[config.mk]
export PLATFORM = sky130hd
export DESIGN_NAME = bash_line_io
export DESIGN_NICKNAME = d
export VERILOG_FILES = /design/src/rtl/bash_io_pkg.sv /design/src/rtl/term_echo_slot.sv /design/src/rtl/bash_line_io.sv
export SDC_FILE = /design/constraint.sdc
export NUM_CORES = 1
export LEC_CHECK = 0
export CAP_MARGIN = 15
export CORE_ASPECT_RATIO = 1.1
export CORE_UTILIZATION = 55
export CTS_BUF_LIST = sky130_fd_sc_hd__clkbuf_8 sky130_fd_sc_hd__clkbuf_16
export DETAILED_ROUTE_END_ITERATION = 16
export PLACE_DENSITY = 0.71
export SLEW_MARGIN = 20
export SYNTH_ARGS = -nofsm -noshare
export SYNTH_HDL_FRONTEND = slang
export SYNTH_SLANG_ARGS = --single-unit
[constraint.sdc]
create_clock -name clk -period 2.6 [get_ports clk]
set_input_delay 0.52 -clock clk [delete_from_list [all_inputs] [get_ports clk]]
set_output_delay 0.52 -clock clk [all_outputs]
set_load 0.005 [all_outputs]
[src/rtl/bash_io_pkg.sv]
// Shared definitions for the bash terminal line editor: ASCII codes,
// editor states and the default line capacity.
package bash_io_pkg;

  localparam logic [7:0] NUL      = 8'h00;
  localparam logic [7:0] BS       = 8'h08;
  localparam logic [7:0] LF       = 8'h0A;
  localparam logic [7:0] CR       = 8'h0D;
  localparam logic [7:0] PRINT_LO = 8'h20;
  localparam logic [7:0] PRINT_HI = 8'h7E;

  localparam int unsigned MAX_LEN_DEF = 32;

  typedef enum logic [2:0] {
    EDIT,
    SEND,
    WAIT,
    PRINT,
    DRAIN
  } state_t;

  function automatic logic is_printable(input logic [7:0] c);
    return (c >= PRINT_LO) && (c <= PRINT_HI);
  endfunction

endpackage

[src/rtl/term_echo_slot.sv]
// One-entry register feeding the video-memory character writer.
// Loads only when empty; empties on a valid/ready handshake.
module term_echo_slot #(
  parameter int unsigned W = 8
) (
  input  logic         clk,
  input  logic         rst,
  input  logic         load,
  input  logic [W-1:0] load_data,
  input  logic         ready,
  output logic         valid,
  output logic [W-1:0] data
);

  always_ff @(posedge clk) begin
    if (rst) begin
      valid <= 1'b0;
      data  <= '0;
    end else if (load && !valid) begin
      valid <= 1'b1;
      data  <= load_data;
    end else if (valid && ready) begin
      valid <= 1'b0;
    end
  end

endmodule

[src/rtl/bash_line_io.sv]
// Terminal line editor: collects keys into a line, echoes them, offers the
// finished line to the bash app, then prints and acknowledges its reply.
module bash_line_io
  import bash_io_pkg::*;
#(
  parameter int unsigned MAX_LEN = MAX_LEN_DEF,
  parameter int unsigned LEN_W   = 6
) (
  input  logic             clk,
  input  logic             rst,
  input  logic             kb_valid,
  input  logic [7:0]       kb_ascii,
  output logic             term_valid,
  output logic [7:0]       term_ascii,
  input  logic             term_ready,
  output logic             out_newASCII_ready,
  output logic [LEN_W-1:0] out_lineLen,
  output logic [7:0]       lineOut,
  input  logic             lineOut_nextASCII,
  input  logic             in_newASCII_ready,
  input  logic [7:0]       lineIn,
  output logic             lineIn_nextASCII,
  input  logic             in_solved,
  output logic             out_solved,
  output logic             kb_overflow
);

  localparam int unsigned      IDX_W = (MAX_LEN > 1) ? $clog2(MAX_LEN) : 1;
  localparam logic [LEN_W-1:0] MAX_L = LEN_W'(MAX_LEN);

  state_t           state;
  logic [LEN_W-1:0] len;
  logic [LEN_W-1:0] rd;
  logic [7:0]       line_buf [MAX_LEN];
  logic             gap;
  logic             lf_pend;
  logic             echo_load;
  logic [7:0]       echo_char;
  logic             buf_we;

  term_echo_slot #(.W(8)) u_echo (
    .clk       (clk),
    .rst       (rst),
    .load      (echo_load),
    .load_data (echo_char),
    .ready     (term_ready),
    .valid     (term_valid),
    .data      (term_ascii)
  );

  // Everything that may write the echo slot is decided here, so the FSM
  // below only needs echo_load to know whether a reply char was taken.
  always_comb begin
    echo_load = 1'b0;
    echo_char = NUL;
    buf_we    = 1'b0;
    case (state)
      EDIT: begin
        if (kb_valid && !term_valid) begin
          if (is_printable(kb_ascii) && (len < MAX_L)) begin
            echo_load = 1'b1;
            echo_char = kb_ascii;
            buf_we    = 1'b1;
          end else if ((kb_ascii == BS) && (len != '0)) begin
            echo_load = 1'b1;
            echo_char = BS;
          end else if ((kb_ascii == CR) || (kb_ascii == LF)) begin
            echo_load = 1'b1;
            echo_char = LF;
          end
        end
      end
      PRINT: begin
        if (!in_solved && (lineIn != NUL) && !term_valid && !gap) begin
          echo_load = 1'b1;
          echo_char = lineIn;
        end
      end
      DRAIN: begin
        if (lf_pend && !term_valid) begin
          echo_load = 1'b1;
          echo_char = LF;
        end
      end
      default: ;
    endcase
  end

  always_ff @(posedge clk) begin
    if (buf_we && !rst) line_buf[len[IDX_W-1:0]] <= kb_ascii;
  end

  always_ff @(posedge clk) begin
    if (rst) begin
      state              <= EDIT;
      len                <= '0;
      rd                 <= '0;
      out_newASCII_ready <= 1'b0;
      lineIn_nextASCII   <= 1'b0;
      out_solved         <= 1'b0;
      kb_overflow        <= 1'b0;
      gap                <= 1'b0;
      lf_pend            <= 1'b0;
    end else begin
      lineIn_nextASCII <= 1'b0;
      out_solved       <= 1'b0;
      gap              <= 1'b0;
      case (state)
        EDIT: begin
          if (kb_valid) begin
            if (term_valid) begin
              kb_overflow <= 1'b1;
            end else if (is_printable(kb_ascii) && (len < MAX_L)) begin
              len <= len + LEN_W'(1);
            end else if ((kb_ascii == BS) && (len != '0)) begin
              len <= len - LEN_W'(1);
            end else if ((kb_ascii == CR) || (kb_ascii == LF)) begin
              rd    <= '0;
              state <= SEND;
            end
          end
          // An unsolicited reply wins the state; the line buffer is kept.
          if (in_newASCII_ready) state <= PRINT;
        end
        SEND: begin
          if (!out_newASCII_ready) begin
            out_newASCII_ready <= 1'b1;
          end else if (lineOut_nextASCII) begin
            if (rd != len) begin
              rd <= rd + LEN_W'(1);
            end else begin
              out_newASCII_ready <= 1'b0;
              len                <= '0;
              state              <= WAIT;
            end
          end
        end
        WAIT: begin
          if (in_newASCII_ready) state <= PRINT;
        end
        PRINT: begin
          if (in_solved) begin
            out_solved <= 1'b1;
            lf_pend    <= 1'b1;
            state      <= DRAIN;
          end else if (echo_load) begin
            lineIn_nextASCII <= 1'b1;
            gap              <= 1'b1;
          end
        end
        DRAIN: begin
          if (echo_load) lf_pend <= 1'b0;
          if (!in_solved && !term_valid && !lf_pend) state <= EDIT;
        end
        default: state <= EDIT;
      endcase
    end
  end

  assign out_lineLen = out_newASCII_ready ? len : '0;
  assign lineOut     = (out_newASCII_ready && (rd != len)) ?
                       line_buf[rd[IDX_W-1:0]] : NUL;

endmodule

==> results.yml, run 1 <==
placed_design:
  dpl.cell_count: 1099
  numPortBuffers: 49
  place_area_sq_um: 13600
  dpl.hpwl_microns: 17700
  gp_congestion: 0.841
clock_network:
  clkTransAtPathRegs_ns: 0.06
  cts_root_buffer: "clkbuf_16"
  clk_latency_ns: 0.53
  tritoncts: "done"
  hold_buffers: 0
  numCtsBuffers: 28
  htree_levels: 1
  clockBufferDepth: 3
  cts.sinks: 290
die:
  rows: 56
  die_w_microns: 143
  initial_core_util: 0.561
  ios: 50
  die_area_sq_um: 22300
  die_y_microns: 157
  core_area_sq_um: 21300
critical_path:
  reg2reg_depth: 6
  slowest_stage: "mux4_2"
  end_kind: "output port"
  r2r_setup_slack_ns: 0.45
  crit_path_cell_trace: "buf_12 > buf_4 > buf_4 > mux4_2 > mux2_2 > o21ai_1 > o22ai_1 > buf_2"
  crit_required_ns: 2.08
  cp.arrival_ns: 2.53
  reg2reg_to: "line_buf[23][7]"
  cp_num_buf_inv: 4
  r2r-start: "state[2]"
  path_delay_family: "multiplexers"
  critPathKind: "register to output port"
  crit_cells: 8
  critPathMaxStageDelay_ns: 0.52
  crit_fanout: 5
  worst_setup_path_start_kind: "register"
  crit_path_frequent_cell: "buf_4"
global_route:
  grt_usage: 0.263
  antenna_found_initial: 0
  grt_pass1_vias: 7294
  grt.overflow.total: 0
  grt_max_degree: 37
  grt_pass1_wl_microns: 42700
layout:
  drive_gt1_frac: 0.329
  diodes: 0
  nFillCells: 1373
  final_common_cell: "edfxtp_1"
  area_delta_synth_final_pct: 24.0
  stdcell_area_sq_um: 14800
  multi_input_comb_area_sq_um: 3500
  nets: 883
  seq_area_sq_um: 8370
  fin_cells: 1165
  layout_common_cells: "edfxtp_1, buf_4, mux4_2, nor2_1, clkdlybuf4s50_1"
drt:
  avgRoutedWirePerCell_microns: 23.9
  drt-initial-drc-count: 563
  drt_wl_total_microns: 27900
  dr.pass1.iters: 5
  vias_per_cell: 6.01
  vias: 7006
  drc: 0
  ant_nets: 0
hold_path:
  min_to: "kb_overflow"
  hp-class: "register to register"
  hold_start: "kb_overflow"
  worstHoldPathCells: 2
sta:
  fmax_ghz: 0.328
  rsz0062_at_grt: "true"
  setup_viol: 8
  max-slew-margin-rel: 0.637
  whs_ns: 0.468
  fin_crit_sh: 1.17
  period_minus_slack_ns: 3.05
  skew_ns: 0.00657
  hold_viol_final: 0
  worst_pin_slew_ns: 0.541
  drv_slew: 0
  postLayoutSetupSlackWorst_ns: -0.453
power_and_ir_drop:
  p_sw_frac: 0.212
  pwr-share-comb: 0.074
  p_switching_mw: 2.09
  p_clk_frac: 0.405
  power_frac_seq: 0.521
  leakage_nw: 4.91
  ir_drop_mv: 0.530
  internal_power_mw: 7.77
  power-per-cell-area_nw_per_um2: 666
synthesis:
  synth_top_flop_cell: "edfxtp_1"
  synth.ff_latch_count: 290
  async_flop_share: 0
  synth-edff-count: 256
  syn_area_sq_um: 11900
  avgSynthCellArea_sq_um: 17.2
  synth_nets: 722
  yosys_warnings: 0
  yosys.cell_types.count: 59
  synth_seq_area_share: 0.701
  syn_inst: 693
job:
  cap_violations: 0
status:
  violations: "setup timing"
  outcome: "finished with violations"
## cells in the mapped netlist (all sizes together), types with 4 or more instances
| cell | n | area [sq um] |
|---|---|---|
| mux2 | 18 | 210 |
| o21ai | 26 | 138 |
| nor2 | 47 | 176 |
| edfxtp | 256 | 7690 |
| nor2b | 4 | 25.0 |
| mux2i | 19 | 190 |
| nand3b | 4 | 30.0 |
| nand3 | 12 | 60.1 |
| dfxtp | 34 | 681 |
| a21o | 5 | 37.5 |
| a22oi | 6 | 45.0 |
| o311ai | 4 | 35.0 |
| inv | 6 | 22.5 |
| nand4 | 7 | 43.8 |
| buf | 22 | 121 |
| clkbuf | 18 | 67.6 |
| and2 | 8 | 50.1 |
| mux4 | 64 | 1440 |
| xnor2 | 7 | 61.3 |
| ha | 5 | 62.6 |
| nand2 | 39 | 146 |
| a211oi | 6 | 45.0 |
| nor4 | 4 | 40.0 |
| nor3 | 12 | 65.1 |
| o31ai | 7 | 52.6 |
| o22ai | 15 | 93.8 |
| a21oi | 5 | 25.0 |
## worst min-delay path, cell delays in order (launching register included)
cell     delay, ns
dfxtp_1       0.33
a31oi_1       0.04
nor2_1        0.07
## per-stage QoR
stage	TNS (ns)	util	power (mW)	setup WS (ns)
finish	-3.25	0.695	9.86	-0.453
global route	-3.85	0.695	10.1	-0.511
CTS	-3.33	0.697	9.90	-0.474
detailed placement	-75.69	0.638	5.93	-0.431
global placement	-63.49	0.638	5.91	-0.372
floorplan	0	-	5.58	0.268
## flip-flops by register name (all words and copies together), names as in the netlist, named ones only
register            count
out_newASCII_ready      1
u_echo.valid            1
lf_pend                 1
u_echo.data             8
out_solved              1
gap                     1
len                     6
line_buf              256
rd                      6
kb_overflow             1
state                   3
## routing by layer
| metal | vias up | global-route usage | part of all wire |
|---|---|---|---|
| met3 | 56 | 0.0352 | 0.062 |
| met1 | 3587 | 0.355 | 0.41 |
| met4 | 0 | 0.0824 | 0.027 |
| met2 | 268 | 0.445 | 0.50 |
| li1 | 3095 | - | - |
| met5 | - | 0 | 0 |
## power groups by stage
stage	Sequential [mW]	Clock, mW	Combinational [mW]
2_1_floorplan	5.22	0	0.358
3_3_place_gp	5.23	0	0.680
3_5_place_dp	5.24	0	0.697
4_1_cts	5.14	4.04	0.727
5_1_grt	5.14	4.21	0.779
6_report	5.14	4.00	0.729
## timing repair
| item | 4_1_cts | 5_1_grt |
|---|---|---|
| resized for setup | 79 | 6 |
| gates cloned | 3 | 0 |
| pin swaps | 15 | 4 |
| buffers inserted | 16 | 0 |
| endpoints found under the setup margin | 8 | 8 |
## cell type report
type | count | share of cell area
clock buffer | 34 | 0.0537
clock inverter | 17 | 0.00837
inverter | 6 | 0.00152
multi-input combinational | 357 | 0.236
sequential | 290 | 0.566
tap | 290 | 0.0245
timing repair buffer | 171 | 0.110
## kinds of logic after synthesis
family	share of synthesized area
flip-flops	0.701
AND/OR/NAND/NOR	0.0632
multiplexers	0.154
AO/OA/AOI/OAI	0.0523
buffers and inverters	0.0177
XOR/XNOR	0.00513
adder cells (fa/ha/maj)	0.00691
## how the worst max path moves through the flow
stage	end	from
final	lineOut[4]	register
after global routing	lineOut[6]	register
after CTS	lineOut[7]	register
after detailed placement	len[4]	kb_ascii[6]
after global placement	len[4]	kb_ascii[6]
after floorplan	lineOut[4]	register
(Power assumes the default switching activity.)
==> inputs of run 2 (changes only) <==
Settings changed: PLACE_DENSITY 0.71 to 0.8.
==> results.yml, run 2 (same netlist as run 1, synthesis figures left out) <==
status:
  outcome: "finished with violations"
  violations: "setup timing"
global_route:
  antenna_found_initial: 1
  grt_max_degree: 37
  grt.overflow.total: 0
  grt_pass1_vias: 7324
  grt_pass1_wl_microns: 44300
  grt_usage: 0.274
die:
  core_area_sq_um: 21300
  die_area_sq_um: 22300
  die_y_microns: 157
  rows: 56
  initial_core_util: 0.561
  die_w_microns: 143
  ios: 50
sta:
  fin_crit_sh: 1.17
  fmax_ghz: 0.328
  postLayoutSetupSlackWorst_ns: -0.444
  max-slew-margin-rel: 0.629
  setup_viol: 8
  drv_slew: 0
  worst_pin_slew_ns: 0.552
  skew_ns: 0.0151
  rsz0062_at_grt: "true"
  period_minus_slack_ns: 3.04
  hold_viol_final: 0
clock_network:
  cts_root_buffer: "clkbuf_16"
  numCtsBuffers: 27
  cts.sinks: 290
  clockBufferDepth: 3
  clk_latency_ns: 0.54
  tritoncts: "done"
  clkTransAtPathRegs_ns: 0.07
  htree_levels: 1
drt:
  avgRoutedWirePerCell_microns: 25.4
  drc: 0
  vias_per_cell: 6.23
  ant_nets: 0
  drt_wl_total_microns: 29200
  vias: 7159
  drt-initial-drc-count: 771
  dr.pass1.iters: 5
hold_path:
  hp-class: "register to register"
  worstHoldPathCells: 2
power_and_ir_drop:
  leakage_nw: 4.75
  p_total_mw: 9.70
  ir_drop_mv: 0.463
  power-per-cell-area_nw_per_um2: 668
placed_design:
  numPortBuffers: 49
  dpl.hpwl_microns: 18400
  pre_cts_slack_ns: -0.506
  place_area_sq_um: 13400
  gp_congestion: 0.953
critical_path:
  crit_fanout: 8
  critPathMaxStageDelay_ns: 0.55
  worst_setup_path_start_kind: "register"
  slowest_stage: "mux4_2"
  crit_path_frequent_cell: "buf_12"
  critPathKind: "register to output port"
  end_kind: "output port"
  crit_path_cell_trace: "buf_12 > buf_12 > mux4_2 > mux2_4 > o21ai_2 > o22ai_1 > buf_2"
  cp.arrival_ns: 2.52
  crit_required_ns: 2.08
  reg2reg_depth: 7
job:
  cap_violations: 0
layout:
  nets: 866
  largest_reg_flops: 256
  area_delta_synth_final_pct: 21.5
  final_common_cell: "edfxtp_1"
  stdcell_area_sq_um: 14500
  nFillCells: 1400
  layout_common_cells: "edfxtp_1, buf_4, mux4_2, nor2_1, clkdlybuf4s50_1"
  drive_gt1_frac: 0.310
## run 2: power breakdown
part           internal (mW)  switching (mW)  total [mW]
Sequential              5.10          0.0475        5.14
Clock                   2.18            1.65        3.84
Combinational          0.317           0.400       0.717
Total                   7.60            2.10        9.70
## run 2: worst paths after layout
kind                                   from              end  slack [ns]
worst min register to register  kb_overflow      kb_overflow        0.48
worst min-delay path            kb_overflow      kb_overflow        0.48
worst max-delay path               register       lineOut[1]       -0.44
worst max register to register     state[2]  line_buf[20][5]        0.29
## run 2: what timing repair did
action | CTS | global route
pin swaps | 2 | 4
buffers inserted | 6 | 3
setup endpoints to repair | 8 | 16
endpoints found under the hold margin | 0 | 0
gates cloned | 4 | 0
resized for setup | 57 | 11
hold buffers | 0 | 0
## run 2: per-stage QoR
step | util | setup TNS, ns | hold slack (ns) | instances
5_1_grt | 0.681 | -3.79 | 0.501 | 1148
3_3_place_gp | 0.629 | -58.87 | 0.452 | 1087
2_1_floorplan | - | 0 | 0.452 | 693
6_report | 0.681 | -3.28 | 0.478 | 1149
3_5_place_dp | 0.629 | -66.15 | 0.466 | 1087
4_1_cts | 0.681 | -3.60 | 0.478 | 1147
## run 2: critical path, delay by kind of cell, from the launching register on
kind | cells | cell delay [ns]
flops | 1 | 0.36
mux | 2 | 0.87
buf+inv | 3 | 0.45
compound gates | 2 | 0.30
## run 2: layer usage
layer	global-route usage	part of all wire	vias to the layer above
met2	0.479	0.52	353
li1	-	-	3077
met4	0.0876	0.027	0
met3	0.0355	0.071	59
met5	0	0	-
met1	0.358	0.38	3670
## run 2: final cells by class
cell class | count | area [sq um] | area share
repair buffers | 155 | 1440 | 0.0991
clock buffers | 27 | 676 | 0.0466
flip-flops and latches | 290 | 8370 | 0.577
well taps | 290 | 363 | 0.0250
diodes | 1 | 2.50 | 0.000172
inverters | 6 | 22.5 | 0.00155
multi-input cells | 357 | 3460 | 0.238
clock inverters | 23 | 181 | 0.0125
==> inputs of run 3 (changes only) <==
Settings changed: CORE_UTILIZATION 55 to 40, MAX_ROUTING_LAYER from default to met4, PLACE_DENSITY 0.8 to 0.63.
==> results.yml, run 3 (same netlist as run 1, synthesis figures left out) <==
power_and_ir_drop:
  p_clk_frac: 0.439
  internal_power_mw: 8.27
  p_sw_frac: 0.212
  leakage_nw: 5.03
  ir_drop_mv: 0.466
  pwr-share-comb: 0.071
  power-per-cell-area_nw_per_um2: 690
  p_switching_mw: 2.23
  power_frac_seq: 0.490
  p_total_mw: 10.5
critical_path:
  slowest_stage: "mux4_2"
  end_kind: "output port"
  crit_fanout: 6
  worst_setup_path_start_kind: "register"
  critPathMaxStageDelay_ns: 0.53
  cp.arrival_ns: 2.55
  crit_path_cell_trace: "buf_12 > buf_16 > buf_6 > mux4_2 > mux2_4 > o21ai_4 > o22ai_2 > buf_2"
  crit_required_ns: 2.08
  critPathKind: "register to output port"
layout:
  diodes: 0
  area_delta_synth_final_pct: 27.3
  stdcell_area_sq_um: 15200
  layout_common_cells: "edfxtp_1, buf_4, mux4_2, nor2_1, clkdlybuf4s50_1"
  final_common_cell: "edfxtp_1"
  nFillCells: 2303
  largest_reg_flops: 256
  drive_gt1_frac: 0.347
  nets: 892
clock_network:
  cts.sinks: 290
  clk_latency_ns: 0.54
  tritoncts: "done"
  numCtsBuffers: 29
  cts_root_buffer: "clkbuf_16"
  clockBufferDepth: 3
  htree_levels: 1
  hold_buffers: 0
  clkTransAtPathRegs_ns: 0.06
hold_path:
  hp-class: "register to register"
die:
  core_area_sq_um: 29000
  die_w_microns: 167
  die_area_sq_um: 30600
  ios: 50
  initial_core_util: 0.411
  die_y_microns: 183
  rows: 65
sta:
  drv_slew: 0
  setup_tns_ns: -3.46
  hold_viol_final: 0
  worst_pin_slew_ns: 0.560
  rsz0062_at_grt: "true"
  whs_ns: 0.471
  postLayoutSetupSlackWorst_ns: -0.466
  setup_viol: 8
  fmax_ghz: 0.326
  skew_ns: 0.0119
  fin_crit_sh: 1.18
  period_minus_slack_ns: 3.07
  max-slew-margin-rel: 0.624
placed_design:
  numPortBuffers: 49
  place_area_sq_um: 13600
  dpl.hpwl_microns: 18200
  pre_cts_slack_ns: -0.351
  gp_congestion: 0.859
global_route:
  grt_util_met2: 0.326
  grt_usage: 0.200
  grt.overflow.total: 0
  grt_pass1_vias: 7352
  busiest_layer: "met2"
  use_met3: 0.0293
  grt_util_met1: 0.268
  antenna_found_initial: 0
  grt_max_degree: 34
  grt_pass1_wl_microns: 44700
status:
  violations: "setup timing"
  outcome: "finished with violations"
drt:
  avgRoutedWirePerCell_microns: 23.1
  ant_nets: 0
  vias_per_cell: 5.62
  drt_wl_total_microns: 29000
  drc: 0
  drt-initial-drc-count: 636
  dr.pass1.iters: 6
  vias: 7044
job:
  cap_violations: 0
==> run 3: final cells by class <==
cell class / instances / area, sq um / area share
Multi-Input combinational cell: 357 / 3510 / 0.231
Sequential cell: 290 / 8370 / 0.551
Timing Repair Buffer: 179 / 1770 / 0.116
Tap cell: 368 / 460 / 0.0303
Clock buffer: 32 / 767 / 0.0504
Clock inverter: 22 / 304 / 0.0200
Inverter: 6 / 22.5 / 0.00148
==> run 3: path summary, 6_finish.rpt <==
kind | cells after the start | slack, ns | endpoint | startpoint
min reg2reg | 2 | 0.47 | u_echo.data[6] | u_echo.data[6]
min | 2 | 0.47 | u_echo.data[6] | u_echo.data[6]
max | 8 | -0.47 | lineOut[4] | register
max reg2reg | 4 | 0.47 | register | state[0]
==> run 3: worst max-delay path: cells and delay by family (launching register included) <==
| kind | cells | cell delay [ns] |
|---|---|---|
| flops | 1 | 0.37 |
| buf+inv | 4 | 0.50 |
| mux | 2 | 0.83 |
| compound gates | 2 | 0.30 |
==> run 3: per-layer routing <==
metal  up-vias  wire, microns
li1       3138              -
met1      3581          12500
met2       285          14200
met3        40           1730
met4         0            481
met5         -              0
==> run 3: per-stage QoR <==
stage | cells | util
6_report | 1254 | 0.524
5_1_grt | 1254 | 0.524
4_1_cts | 1256 | 0.525
3_5_place_dp | 1173 | 0.469
3_3_place_gp | 1173 | 0.469
2_1_floorplan | 693 | -
==> run 3: what timing repair did <==
item | CTS | global route
setup endpoints to repair | 8 | 8
endpoints found under the hold margin | 0 | 0
resized for setup | 82 | 10
buffers inserted | 26 | 0
gates cloned | 4 | 0
pin swaps | 13 | 8
==> run 3: power by group through the flow <==
| stage | clock [mW] | sequential, mW | combinational, mW |
|---|---|---|---|
| finish | 4.61 | 5.14 | 0.740 |
| global route | 4.87 | 5.15 | 0.792 |
| CTS | 4.68 | 5.14 | 0.736 |
| detailed placement | 0 | 5.24 | 0.693 |
| global placement | 0 | 5.24 | 0.677 |
| floorplan | 0 | 5.22 | 0.358 |
